<file path="src/rtl/lc3b_types.sv">
// lc3b_types: shared LC-3b register index, scoreboard entry type and forward-select names
package lc3b_types;
  localparam int LC3B_REG_W = 3;
  typedef logic [LC3B_REG_W-1:0] lc3b_reg;
  typedef struct packed {
    logic    valid;
    lc3b_reg dr;
    logic    is_load;
  } sb_entry_t;
  localparam int FWD_REGFILE = 0;
  localparam int FWD_EX_MEM  = 1;
  localparam int FWD_MEM_WB  = 2;
endpackage

</file>
<file path="src/rtl/fwd_priority_select.sv">
// fwd_priority_select: returns the lowest-index set match bit (entry k = bit k-1) as a forward select, regfile if none
module fwd_priority_select
  import lc3b_types::*;
#(
  parameter int DEPTH = 3,
  parameter int SEL_W = $clog2(DEPTH + 1)
) (
  input  logic [DEPTH-1:0] match,
  output logic [SEL_W-1:0] sel
);
  always_comb begin
    sel = SEL_W'(FWD_REGFILE);
    for (int k = DEPTH; k >= 1; k--) sel = match[k-1] ? SEL_W'(k) : sel;
  end
endmodule

</file>
<file path="src/rtl/forwarding_scoreboard.sv">
// forwarding_scoreboard: shift-register scoreboard of in-flight writes giving youngest-producer forward selects, load-use stall and a saturating stall counter
module forwarding_scoreboard
  import lc3b_types::*;
#(
  parameter int REG_W       = 3,
  parameter int NUM_SRC     = 2,
  parameter int DEPTH       = 3,
  parameter int ZERO_REG_HW = 0,
  parameter int SEL_W       = $clog2(DEPTH + 1),
  parameter int CNT_W       = 16
) (
  input  logic                     clk,
  input  logic                     rst_n,
  input  logic                     advance,
  input  logic                     flush,
  input  logic                     ex_valid,
  input  logic                     ex_load_regfile,
  input  logic                     ex_is_load,
  input  logic [REG_W-1:0]         ex_dr,
  input  logic [NUM_SRC*REG_W-1:0] ex_src,
  input  logic [NUM_SRC-1:0]       ex_src_used,
  output logic [NUM_SRC*SEL_W-1:0] fwd_sel,
  output logic                     load_use_stall,
  output logic [CNT_W-1:0]         stall_count
);
  sb_entry_t sb_q [1:DEPTH];
  logic [NUM_SRC*DEPTH-1:0] match;
  logic [NUM_SRC-1:0] hazard;
  logic stall_adv_q;
  for (genvar i = 0; i < NUM_SRC; i++) begin : g_src
    logic [REG_W-1:0] src;
    assign src = ex_src[i*REG_W +: REG_W];
    for (genvar k = 1; k <= DEPTH; k++) begin : g_ent
      assign match[i*DEPTH+k-1] = sb_q[k].valid & ex_src_used[i] & (sb_q[k].dr == lc3b_reg'(src))
                                  & ~((ZERO_REG_HW != 0) && (src == '0));
    end
    assign hazard[i] = match[i*DEPTH] & sb_q[1].is_load;
    fwd_priority_select #(.DEPTH(DEPTH), .SEL_W(SEL_W)) u_sel (
      .match(match[i*DEPTH +: DEPTH]),
      .sel  (fwd_sel[i*SEL_W +: SEL_W])
    );
  end
  assign load_use_stall = ex_valid & ~flush & (|hazard);
  always_ff @(posedge clk or negedge rst_n) begin
    if (!rst_n) begin
      for (int k = 1; k <= DEPTH; k++) sb_q[k] <= '0;
      stall_count <= '0;
      stall_adv_q <= 1'b0;
    end else if (advance) begin
      sb_q[1] <= '{valid: ex_valid & ex_load_regfile & ~flush & ~load_use_stall,
                   dr: lc3b_reg'(ex_dr), is_load: ex_is_load};
      for (int k = 2; k <= DEPTH; k++) sb_q[k] <= sb_q[k-1];
      if (load_use_stall && !(&stall_count)) stall_count <= stall_count + 1'b1;
      stall_adv_q <= load_use_stall;
    end
  end
  // the bubble inserted by a stall means the same consumer can never hazard on the following advance
  a_single_bubble: assert property (@(posedge clk) disable iff (!rst_n)
    !(stall_adv_q && advance && load_use_stall));
endmodule
</file>
<file path="config.mk">
export PLATFORM = sky130hd
export DESIGN_NAME = forwarding_scoreboard
export DESIGN_NICKNAME = d
export VERILOG_FILES = /design/src/rtl/lc3b_types.sv /design/src/rtl/fwd_priority_select.sv /design/src/rtl/forwarding_scoreboard.sv
export SDC_FILE = /design/constraint.sdc
export NUM_CORES = 1
export LEC_CHECK = 0
export ABC_CLOCK_PERIOD_IN_PS = 3600
export BUFFER_PORTS_ARGS = -buffer_cell sky130_fd_sc_hd__buf_2
export CAP_MARGIN = 25
export CELL_PAD_IN_SITES_DETAIL_PLACEMENT = 1
export CELL_PAD_IN_SITES_GLOBAL_PLACEMENT = 2
export CORE_UTILIZATION = 37
export CTS_BUF_LIST = sky130_fd_sc_hd__clkbuf_4
export CTS_CLUSTER_SIZE = 30
export DETAILED_ROUTE_END_ITERATION = 16
export PLACE_DENSITY = 0.95
export SKIP_LAST_GASP = 1
export SYNTH_ARGS = -nofsm -noshare
export SYNTH_HDL_FRONTEND = slang
export SYNTH_SLANG_ARGS = --single-unit
</file>
<file path="constraint.sdc">
create_clock -name clk -period 3.6 [get_ports clk]
set_input_delay 0 -clock clk [delete_from_list [all_inputs] [get_ports clk]]
set_output_delay 0 -clock clk [all_outputs]
set_load 0.02 [all_outputs]
</file>
==> run_results.csv <==
group,metric,value,unit
routing,vias_per_cell,5.23,
global_routing,grt_pass1_vias,1383,
floorplanning,core,4060,um^2
setup_path,cp-start-kind,"flop",
clock_network,worstSkewPairLatency,320,ps
yosys,synth.avg_cell_area,11.1,um^2
cells_and_area,multi_input_area,826,um^2
cells_and_area,fillCellCount,475,
routing,wl_per_cell,15.7,um
setup_path,worstPathRequired,3800,ps
cells_and_area,nets,210,
clock_network,clockBufferDepth,2,
clock_network,holdBufCountCts,7,
timing,tightest_slew,661,ps
clock_network,postCtsResizedCells,0,
cells_and_area,antennaDiodeCount,0,
timing,min_period_over_period,61.5,%
placement,pre_cts_slack,1400,ps
floorplanning,fp.dieH,67.6,um
timing,slew_headroom,55.9,%
yosys,ys_types,27,
global_routing,grt_pass1_wl,6.23,mm
clock_network,cts_tree,"done",
yosys,ys_ff_latch,29,
timing,timing.hold.ws,217,ps
clock_network,cts-root-buf,"clkbuf_4",
cells_and_area,fin_util,47.6,%
timing,rsz0062_at_grt,"no",
floorplanning,dieArea,4570,um^2
routing,drc,0,
clock_network,clk_pin_slew_worst_paths,90,ps
global_routing,grt_max_degree,30,
yosys,ys_seq_area_share,45.5,%
clock_network,cts_sinks,29,
cells_and_area,regArea,726,um^2
timing,finClkSkew,11.4,ps
timing,max_freq,452,MHz
cells_and_area,mostFrequentLayoutCells,"buf_2 (38), dfrtp_1 (29), xnor2_1 (18), xor2_1 (14)",
routing,first_iter_violations,32,
cells_and_area,layout_commonest_cell,"buf_2",
yosys,yosys_warnings,0,
power,finalPower,652,uW
setup_path,crit_type,"reg2reg",
floorplanning,initial_core_util,39.3,%
setup_path,crit_fanout,17,
power,powerDensity,338,nW/um^2
floorplanning,io_pins,39,
global_routing,grt_overflow_total,0,
yosys,netlist_instances,144,
timing,finalCriticalPeriod,2210,ps
placement,dp_cells,227,
floorplanning,fp-row-count,23,
placement,hpwl,2.80,mm
power,power_leakage,0.937,nW
routing,firstDrtPassIters,4,
cells_and_area,design_area,1930,um^2
cells_and_area,synthToLayoutAreaGrowth,21.1,%
timing,maxSlewViolCount,0,
clock_network,cts_setup_buffers,0,
routing,vias,1261,
setup_path,arrival,2410,ps
setup_path,end_kind,"flop",
power,ir_worst_vdd,0.155,mV
min_path,min_path_type,"in2reg",
routing,drt-total-wl,3.79,mm
outcome,status,"complete, no violations",
flow_run,drv_cap,0,
cells_and_area,drive_above_1_share,32.5,%
placement,port_buffers,38,
timing,layout_setup_ws,1390,ps
global_routing,antenna_found_initial,0,
cells_and_area,final_cells,241,
global_routing,grtUsageTotal,18.5,%
clock_network,htree_levels,2,
timing,fin_tns_setup,0,ps
routing,ant_nets,0,
clock_network,cts_buffers,5,
timing,setup_viol,0,
placement,gp_congestion,0.794,
yosys,syn_nets,163,
floorplanning,die_w,67.6,um
yosys,synth_area,1590,um^2
timing,hold_viol_final,0,
placement,placed_area,1810,um^2
[worst max-delay path: stages, from the launching register on]
cell and delay [ps]:
dfrtp_1 430, xor2_1 190, nor4_2 370, o211a_1 580
nand3_2 190, mux2_4 330
[power by group]
part | internal [mW] | switching, mW
registers | 0.345 | 0.0237
logic | 0.0511 | 0.0499
clock network | 0.0783 | 0.104
[Yosys cell counts]
cell	count	share of area, %
dfrtp_1	29	46
xnor2_1	18	9.9
xor2_1	14	7.7
mux2_2	12	8.5
nand3_1	12	3.8
nand4_1	10	3.9
and3_1	8	3.1
nor2_1	8	1.9
nand2_1	6	1.4
and4_1	2	1.1
buf_6	2	1.4
clkbuf_1	2	0.47
inv_1	2	0.47
mux2_4	2	1.9
nor3_1	2	0.63
nor4_2	2	1.6
o21bai_1	2	0.94
o31a_1	2	1.1
and2_1	1	0.39
buf_2	1	0.31
ha_1	1	0.78
nand2b_1	1	0.39
nand3_2	1	0.63
nand4_2	1	0.78
nor2b_1	1	0.39
o211a_1	1	0.63
o22ai_1	1	0.39
[area by class of cell]
class	count	share of cell area [%]
Timing Repair Buffer	45	13.5
Clock inverter	1	0.194
Inverter	2	0.389
Multi-Input combinational cell	108	42.8
Clock buffer	6	2.33
Tap cell	50	3.24
Sequential cell	29	37.6
[cells by family after synthesis]
| logic type | Yosys count | share of synthesized area, % |
|---|---|---|
| AOI/OAI and AO/OA | 6 | 3.06 |
| xor gates and xnor gates | 32 | 17.6 |
| adders and majority gates | 1 | 0.785 |
| buffers and inverters | 7 | 2.67 |
| DFF | 29 | 45.5 |
| muxes | 14 | 10.4 |
| and+or+nand+nor | 55 | 20.0 |
[metal layers]
layer  global-route usage (%)  wire (um)  up-vias
met3                     4.56        169        4
met2                     34.0       1950       32
li1                         -          -      599
met1                     20.5       1630      626
met4                     5.59         41        0
met5                        0          0        -
[state kept, by name, summed over array words and instances (netlist names)]
name / flops
sb_q: 13
stall_count: 16
[worst paths after layout]
| check | cells past startpoint | slack [ps] | end | from |
|---|---|---|---|---|
| max reg2reg | 5 | 1390 | stall_count[1] | sb_q[13] |
| max | 5 | 1390 | stall_count[1] | sb_q[13] |
| min | 2 | 220 | sb_q[14] | advance |
| min in group asynchronous | 2 | 230 | stall_count[12] | rst_n |
| min reg2reg | 1 | 490 | stall_count[7] | stall_count[7] |
| max in group asynchronous | 2 | 2930 | stall_count[2] | rst_n |
(Power assumes the default switching activity.)
